$ cat src/rtl/addsub_arbiter_pkg.sv
// addsub_arbiter_pkg
// Shared definitions for the two-port add/subtract arbiter slice.
// Provides the default datapath width, the opcode encoding used on both
// request ports and the result-register state constants.
package addsub_arbiter_pkg;

    // Default operand/result width of the shared arithmetic core.
    localparam int ALU_W = 20;

    // Opcode encoding presented on reqN_op.
    typedef enum logic [1:0] {
        OP_ADD  = 2'b00,
        OP_SUB  = 2'b01,
        OP_NEG  = 2'b10,
        OP_PASS = 2'b11
    } alu_op_e;

    // Result-register states: EMPTY has nothing to offer, FULL holds a result.
    localparam logic [0:0] ST_EMPTY = 1'b0;
    localparam logic [0:0] ST_FULL  = 1'b1;

endpackage

$ cat src/rtl/addsub_arbiter_rr_arbiter2.sv
// rr_arbiter2
// Two-requester round-robin arbiter with a registered last-grant pointer.
// Ports:
//   clk    - rising-edge clock
//   rst    - synchronous active-high reset (last grant returns to port 1)
//   req    - request vector, bit N for port N
//   enable - grants are only issued while enable is high
//   gnt    - one-hot grant vector, or zero when nothing is granted
module rr_arbiter2 (
    input  logic       clk,
    input  logic       rst,
    input  logic [1:0] req,
    input  logic       enable,
    output logic [1:0] gnt
);

    logic last_grant;

    // Port 0 wins when it is alone or when port 1 was served last;
    // otherwise port 1 gets the grant if it is requesting.
    always_comb begin
        gnt = 2'b00;
        if (enable) begin
            if (req[0] && (!req[1] || last_grant)) begin
                gnt = 2'b01;
            end else if (req[1]) begin
                gnt = 2'b10;
            end
        end
    end

    // The pointer resets to port 1 so that port 0 wins the first tie, and
    // only moves when a grant is actually handed out.
    always_ff @(posedge clk) begin
        if (rst) begin
            last_grant <= 1'b1;
        end else if (enable && (|gnt)) begin
            last_grant <= gnt[1];
        end
    end

endmodule

$ cat src/rtl/addsub_arbiter.sv
// addsub_arbiter
// Shares one add/subtract/negate datapath between two requesters. A
// round-robin arbiter grants at most one request per cycle, the selected
// operation is computed on a single adder and captured into a result
// register that is drained through a valid/ready handshake.
// Ports:
//   clk, rst                 - clock and synchronous active-high reset
//   req0_* / req1_*          - request ports: valid, ready, op, a, b
//   res_valid / res_ready    - result handshake
//   res_data                 - registered result
//   res_flag                 - carry for ADD, borrow for SUB, else 0
//   res_id                   - port that issued the held result
module addsub_arbiter
    import addsub_arbiter_pkg::*;
#(
    parameter int WIDTH = ALU_W
) (
    input  logic             clk,
    input  logic             rst,
    input  logic             req0_valid,
    output logic             req0_ready,
    input  logic [1:0]       req0_op,
    input  logic [WIDTH-1:0] req0_a,
    input  logic [WIDTH-1:0] req0_b,
    input  logic             req1_valid,
    output logic             req1_ready,
    input  logic [1:0]       req1_op,
    input  logic [WIDTH-1:0] req1_a,
    input  logic [WIDTH-1:0] req1_b,
    output logic             res_valid,
    input  logic             res_ready,
    output logic [WIDTH-1:0] res_data,
    output logic             res_flag,
    output logic             res_id
);

    logic [0:0]       state;
    logic             can_issue;
    logic [1:0]       gnt;
    logic             grant;
    logic             sel;
    alu_op_e          sel_op;
    logic [WIDTH-1:0] sel_a;
    logic [WIDTH-1:0] sel_b;
    logic [WIDTH-1:0] add_x;
    logic [WIDTH-1:0] add_y;
    logic             add_cin;
    logic [WIDTH:0]   sum;
    logic             flag;

    assign res_valid = (state == ST_FULL);

    // A new result may be loaded when the register is empty or is being
    // drained in this same cycle; reset blocks any acceptance.
    assign can_issue = !res_valid || res_ready;

    rr_arbiter2 u_arb (
        .clk    (clk),
        .rst    (rst),
        .req    ({req1_valid, req0_valid}),
        .enable (can_issue && !rst),
        .gnt    (gnt)
    );

    assign req0_ready = gnt[0];
    assign req1_ready = gnt[1];
    assign grant      = |gnt;
    assign sel        = gnt[1];

    // Operand mux in front of the single arithmetic core.
    assign sel_op = alu_op_e'(sel ? req1_op : req0_op);
    assign sel_a  = sel ? req1_a : req0_a;
    assign sel_b  = sel ? req1_b : req0_b;

    // Every opcode is mapped onto one adder: SUB uses a + ~b + 1,
    // NEG uses ~a + 0 + 1 and PASS uses a + 0 + 0.
    always_comb begin
        add_x   = sel_a;
        add_y   = '0;
        add_cin = 1'b0;
        unique case (sel_op)
            OP_ADD: begin
                add_y = sel_b;
            end
            OP_SUB: begin
                add_y   = ~sel_b;
                add_cin = 1'b1;
            end
            OP_NEG: begin
                add_x   = ~sel_a;
                add_cin = 1'b1;
            end
            OP_PASS: begin
                add_x = sel_a;
            end
        endcase
    end

    assign sum = {1'b0, add_x} + {1'b0, add_y} + {{WIDTH{1'b0}}, add_cin};

    // For SUB the adder's carry-out is the inverse of the borrow.
    always_comb begin
        flag = 1'b0;
        if (sel_op == OP_ADD) begin
            flag = sum[WIDTH];
        end else if (sel_op == OP_SUB) begin
            flag = !sum[WIDTH];
        end
    end

    // Result register: a grant always loads (also back-to-back while the
    // old result drains); a drain without a grant empties the register.
    always_ff @(posedge clk) begin
        if (rst) begin
            state    <= ST_EMPTY;
            res_data <= '0;
            res_flag <= 1'b0;
            res_id   <= 1'b0;
        end else if (grant) begin
            state    <= ST_FULL;
            res_data <= sum[WIDTH-1:0];
            res_flag <= flag;
            res_id   <= sel;
        end else if (res_ready) begin
            state    <= ST_EMPTY;
        end
    end

endmodule

$ cat config.mk
export PLATFORM = sky130hd
export DESIGN_NAME = addsub_arbiter
export DESIGN_NICKNAME = d
export VERILOG_FILES = /design/src/rtl/addsub_arbiter_pkg.sv /design/src/rtl/addsub_arbiter_rr_arbiter2.sv /design/src/rtl/addsub_arbiter.sv
export SDC_FILE = /design/constraint.sdc
export NUM_CORES = 1
export LEC_CHECK = 0
export BUFFER_PORTS_ARGS = -buffer_cell sky130_fd_sc_hd__buf_2
export CAP_MARGIN = 40
export CORE_MARGIN = 2
export CORE_UTILIZATION = 46
export DETAILED_ROUTE_END_ITERATION = 10
export GPL_ROUTABILITY_DRIVEN = 0
export GPL_TIMING_DRIVEN = 0
export MAX_ROUTING_LAYER = met4
export PLACE_DENSITY = 0.87
export SKIP_CTS_REPAIR_TIMING = 1
export SYNTH_ARGS = -nofsm -noshare
export SYNTH_HDL_FRONTEND = slang
export SYNTH_SLANG_ARGS = --single-unit
$ cat constraint.sdc
create_clock -name clk -period 5.92 [get_ports clk]
set_input_delay 0.296 -clock clk [delete_from_list [all_inputs] [get_ports clk]]
set_output_delay 0.296 -clock clk [all_outputs]
set_load 0.03 [all_outputs]
==> results of run 1 <==
area by class of cell:
type / count / area, um2 / share of cell area, %
Sequential cell: 24 / 480 / 13.3
Timing Repair Buffer: 112 / 561 / 15.5
Inverter: 12 / 45.0 / 1.24
Clock buffer: 3 / 41.3 / 1.14
Buffer: 20 / 114 / 3.14
Multi-Input combinational cell: 292 / 2290 / 63.1
Tap cell: 77 / 96.3 / 2.66
logic make-up after synthesis:
| family | count (synthesis) | synth area share, % |
|---|---|---|
| compound gates | 91 | 21.6 |
| xor+xnor | 25 | 7.49 |
| fa+ha+maj | 26 | 11.6 |
| buf+inv | 32 | 5.43 |
| flops | 24 | 16.4 |
| mux | 64 | 22.7 |
| simple gates | 86 | 14.7 |
state kept, by name, summed over array words and instances (netlist names):
name / count
res_valid: 1
res_flag: 1
u_arb.last_grant: 1
res_id: 1
res_data: 20
synth_stat cells, types with 9 or more instances:
library cell | number | area, um2
o21ai_1 | 12 | 60.1
a21o_1 | 9 | 67.6
a21oi_1 | 24 | 120
nand2_1 | 24 | 90.1
nor2_1 | 14 | 52.6
inv_1 | 11 | 41.3
ha_1 | 24 | 300
dfxtp_1 | 24 | 480
clkbuf_1 | 10 | 37.5
nand3_1 | 13 | 65.1
xnor2_1 | 19 | 166
mux2i_1 | 45 | 450
mux2_1 | 19 | 214
power by group:
| group | total (mW) | switching [mW] | leakage (nW) | internal, mW |
|---|---|---|---|---|
| clock network | 0.0980 | 0.0524 | 0.0216 | 0.0456 |
| registers | 0.208 | 0.0158 | 0.199 | 0.192 |
| logic | 0.515 | 0.310 | 1.51 | 0.204 |
worst max-delay path: cells and delay by family (launching register included):
kind | cells | cell delay, ns
flops | 1 | 0.32
mux | 1 | 0.42
xor+xnor | 1 | 0.19
simple gates | 4 | 0.63
fa+ha+maj | 3 | 1.16
buf+inv | 3 | 0.91
compound gates | 5 | 1.18
how the worst min path moves through the flow:
stage / start / endpoint / slack (ns) / depth (start not counted)
after detailed placement: res_data[2] / res_data[2] / 0.45 / 2
after CTS: rst / u_arb.last_grant / 0.32 / 3
after floorplan: u_arb.last_grant / u_arb.last_grant / 0.46 / 2
final: res_ready / res_valid / 0.32 / 3
after global placement: res_data[12] / res_data[12] / 0.43 / 2
after global routing: res_ready / res_valid / 0.34 / 3
layer usage:
metal	vias to the layer above	track usage (%)	wire length [um]
met5	-	-	0
met4	0	6.45	142
met3	14	3.96	467
met2	112	43.3	4160
met1	1434	26.2	3250
li1	1520	-	-
stage by stage:
stage	util (%)	power [mW]	setup slack, ns	hold WS, ns	std cells
after global routing	58.1	0.884	0.644	0.337	540
final	58.1	0.821	0.993	0.315	540
after detailed placement	57.4	0.721	0.891	0.445	537
after CTS	58.1	0.819	1.01	0.325	540
after global placement	57.4	0.702	1.04	0.433	537
after floorplan	-	0.583	1.44	0.461	348
==> impl_results.md, run 1 <==
* WP data arrival at 5.09 ns
* RSZ-0062 raised after global routing: no
* Setup crit end: res_flag
* Worst vdd ir at 0.147 mV
* Total GRT Usage at 23.6%
* Post-synth top flop: dfxtp_1
* Routed WL at 8.02 mm
* Status: finished clean
* Crit path from: res_valid
* Crit end category: flip-flop
* Nets at 580
* Largest net degree at the start of global routing at 13
* Worst-path clk slew at 0.08 ns
* Diodes inserted at 0
* I/O pin count at 114
* Sequential element share of the synthesized area at 16.4%
* DRC at 0
* Placed cell area at 3580 um2
* PwrDens at 226 nW/um2
* CP Data Required Time at 6.08 ns
* TritonCTS buffer count at 3
* Sink Count at 24
* Worst-Skew Late Latency at 0.27 ns
* Vias at 3,080
* #FFs+latches synth at 24
* Setup Crit Path Kind: reg2reg
* Slew Viols, Final at 0
* Critical path fanouts, max at 10
* Clock period minus worst slack at 4.93 ns
* DRT iter0 DRCs at 160
* Gr ovfl total at 0
* CORE AREA at 6240 um2
* Final setup violation count at 0
* Post-route ant nets at 0
* Initial antenna violation count at 0
* Slowest CP cell: clkbuf_1
* DR WL/cell at 14.9 um
* Final Skew at 0.00474 ns
* Port Buf Inserts at 112
* Via density at 5.70
* Syn. warnings at 0
* Num rows at 29
* Setup TNS Final at 0 ns
* Die Area at 7010 um2
* Global-route wire length before repair at 13.5 mm
* Min-Delay Path Class: in2reg
* Layout cells sized above 1 at 29.2%
* FF-to-FF setup slack at 0.99 ns
* FF-to-FF End: res_flag
* Async set-reset flop share out of synthesis at 0%
* Clock root cell: clkbuf_8
* Critical Path, Cell by Cell: nand2b_1 > and2_4 > and3_1 > buf_6 > buf_4 > mux2i_1 > ha_1 > clkbuf_1 > xor2_1 > fa_1 > fa_1 > nand2b_1 > a21o_1 > a211oi_2 > o21ai_1 > a221oi_1 > a21oi_1
* Max Freq at 0.203 GHz
* Die Span Y at 83.7 um
* Most frequent cells in the layout: buf_2 (116), mux2i_1 (45)
* Max_cap viols at 0
* TritonCTS clock tree: yes
* Pleak at 1.73 nW
* Fill cells at 573
* Mapped Area at 2930 um2
* Buffer depth of the longest clock path at 2
* H-tree Lvls at 1
* Area Growth Syn to Fin at 23.9%
* Yosys cell types at 53
* Die span in x at 83.7 um
* Post-synth EDFFs at 0
* Avg Inst Size Synth at 8.41 um2
* Max-slew headroom at 55.2%
* Initial Utilization at 46.9%
* Vias in the first global route at 3,047
* Startpoint type of the worst setup path: flip-flop
* DRT Pass-1 Iters at 4
* DP Wirelength at 6.63 mm
* Worst slew pin tran at 0.672 ns
* Syn Inst Count at 348
* Syn nets at 463
* Final period util at 83.2%
* Post-route cell area at 3620 um2
* R2R Path Start: res_valid
* Most common cell after layout, fill and taps aside: buf_2
* Reg2reg path depth at 17
* CP peak stage delay at 0.52 ns
* Hold Fails Final Rpt at 0
Note: power is estimated with default switching activity, not from simulation.
==> inputs of run 2 (changes only) <==
Clock period 5.92 ns to 4.8 ns, I/O delays scaled along.
==> impl_results.md, run 2 (synthesis results as in run 1) <==
* Fill cells at 574
* Clock network fraction of total power at 11.9%
* Combinational Power Share at 63.0%
* Worst-path clk slew at 0.08 ns
* Largest net degree at the start of global routing at 13
* I/O pin count at 114
* Num rows at 29
* Largest reg by FF count: res_data
* Diodes inserted at 0
* Delay-heaviest family, CP: compound AO/OA/AOI/OAI gates
* H-tree Lvls at 1
* Area occupied by multi-input gates at 2310 um2
* Most common cell after layout, fill and taps aside: buf_2
* Most frequent cells in the layout: buf_2 (117), mux2i_1 (43)
* DR WL/cell at 14.9 um
* Critical Path, Cell by Cell: nand2b_1 > and2_4 > and3_1 > buf_6 > mux2i_4 > inv_1 > ha_1 > buf_2 > xor2_1 > fa_1 > fa_1 > nand2b_1 > a21o_1 > a211oi_4 > o21ai_1 > a221oi_1 > a21oi_1
* DRC at 0
* Placed cell area at 3580 um2
* Max-slew headroom at 56.3%
* DRT iter0 DRCs at 167
* Met2 Use GR at 43.3%
* Die Span Y at 83.7 um
* Sw Ratio at 46.3%
* DRT Pass-1 Iters at 5
* Routed WL at 8.05 mm
* Post-route cell area at 3640 um2
* Worst vdd ir at 0.181 mV
* CP Data Required Time at 4.96 ns
* TritonCTS buffer count at 3
* Status: finished clean
* Vias in the first global route at 3,047
* Gr ovfl total at 0
* Worst slew pin tran at 0.656 ns
* Max_cap viols at 0
* Sink Count at 24
* Clock period minus worst slack at 4.35 ns
* Crit end category: flip-flop
* Global-route wire length before repair at 13.5 mm
* WP data arrival at 4.51 ns
* Net Switching at 0.472 mW
* Int Power at 0.547 mW
* GR Util met1 at 26.2%
* Final period util at 90.6%
* Via density at 5.79
* GR peak layer: met2
* Port Buf Inserts at 112
* Critical path fanouts, max at 18
* Final Skew at 0.00149 ns
* Slew Viols, Final at 0
* Slowest CP cell: fa_1
* Startpoint type of the worst setup path: flip-flop
* Die span in x at 83.7 um
* Nets at 579
* Clock root cell: clkbuf_8
* Pleak at 1.73 nW
* Worst-Skew Late Latency at 0.27 ns
* Register area at 480 um2
* Vias at 3,119
* TritonCTS clock tree: yes
* CORE AREA at 6240 um2
* Flop pwr share at 25.2%
* Flip-flop count of the largest register after layout at 20
* Buffer depth of the longest clock path at 2
* Met3 GRT Util at 3.96%
* Area Growth Syn to Fin at 24.5%
* Final Core Density at 58.4%
* WP buf/inv at 3
* DP Wirelength at 6.63 mm
* RSZ-0062 raised after global routing: no
* Initial Utilization at 46.9%
* CP peak stage delay at 0.48 ns
* Post-route ant nets at 0
* Final setup violation count at 0
* Setup Crit Path Kind: reg2reg
* Layout cells sized above 1 at 29.9%
* Max Freq at 0.230 GHz
* Hold Fails Final Rpt at 0
* Die Area at 7010 um2
* Min-Delay Path Class: in2reg
* Initial antenna violation count at 0
* PwrDens at 280 nW/um2
* Total GRT Usage at 23.6%
[run 2: power by group through the flow]
stage	clock network [mW]	registers (mW)	logic (mW)
floorplan	0	0.332	0.388
global placement	0	0.259	0.607
detailed placement	0	0.261	0.629
CTS	0.122	0.256	0.632
global route	0.132	0.261	0.702
finish	0.121	0.257	0.642
[run 2: cell type report]
| type | count | share of cell area (%) |
|---|---|---|
| plain buffers | 19 | 2.99 |
| repair buffers | 112 | 15.4 |
| inverters | 12 | 1.24 |
| multi-input cells | 292 | 63.4 |
| well taps | 77 | 2.65 |
| flip-flops and latches | 24 | 13.2 |
| clock buffers | 3 | 1.13 |
[run 2: path summary, 6_finish.rpt]
kind | slack (ns) | start | end | depth (start not counted)
max reg2reg | 0.45 | res_valid | res_flag | 17
min reg2reg | 0.45 | res_id | res_id | 2
min | 0.26 | res_ready | res_valid | 3
max | 0.45 | res_valid | res_flag | 17
[run 2: stage by stage]
step	std cells	hold WS, ns	TNS [ns]	worst slack (ns)	power, mW
after floorplan	348	0.445	0	0.321	0.720
after global placement	537	0.433	-0.0289	-0.0289	0.866
after detailed placement	537	0.445	-0.407	-0.173	0.890
after CTS	540	0.269	-0.204	-0.114	1.01
after global routing	539	0.281	0	0.149	1.10
final	539	0.262	0	0.453	1.02
[run 2: tightest hold or removal path, stage by stage]
cell and delay, ns:
buf_2 0.07, nand2b_1 0.11, a21oi_1 0.06
[run 2: layer usage]
| layer | wire length (um) | up-vias | share of wire (%) |
|---|---|---|---|
| met4 | 169 | 0 | 2.1 |
| li1 | - | 1509 | - |
| met3 | 508 | 20 | 6.3 |
| met2 | 4120 | 139 | 51 |
| met1 | 3250 | 1451 | 40 |
| met5 | 0 | - | 0 |
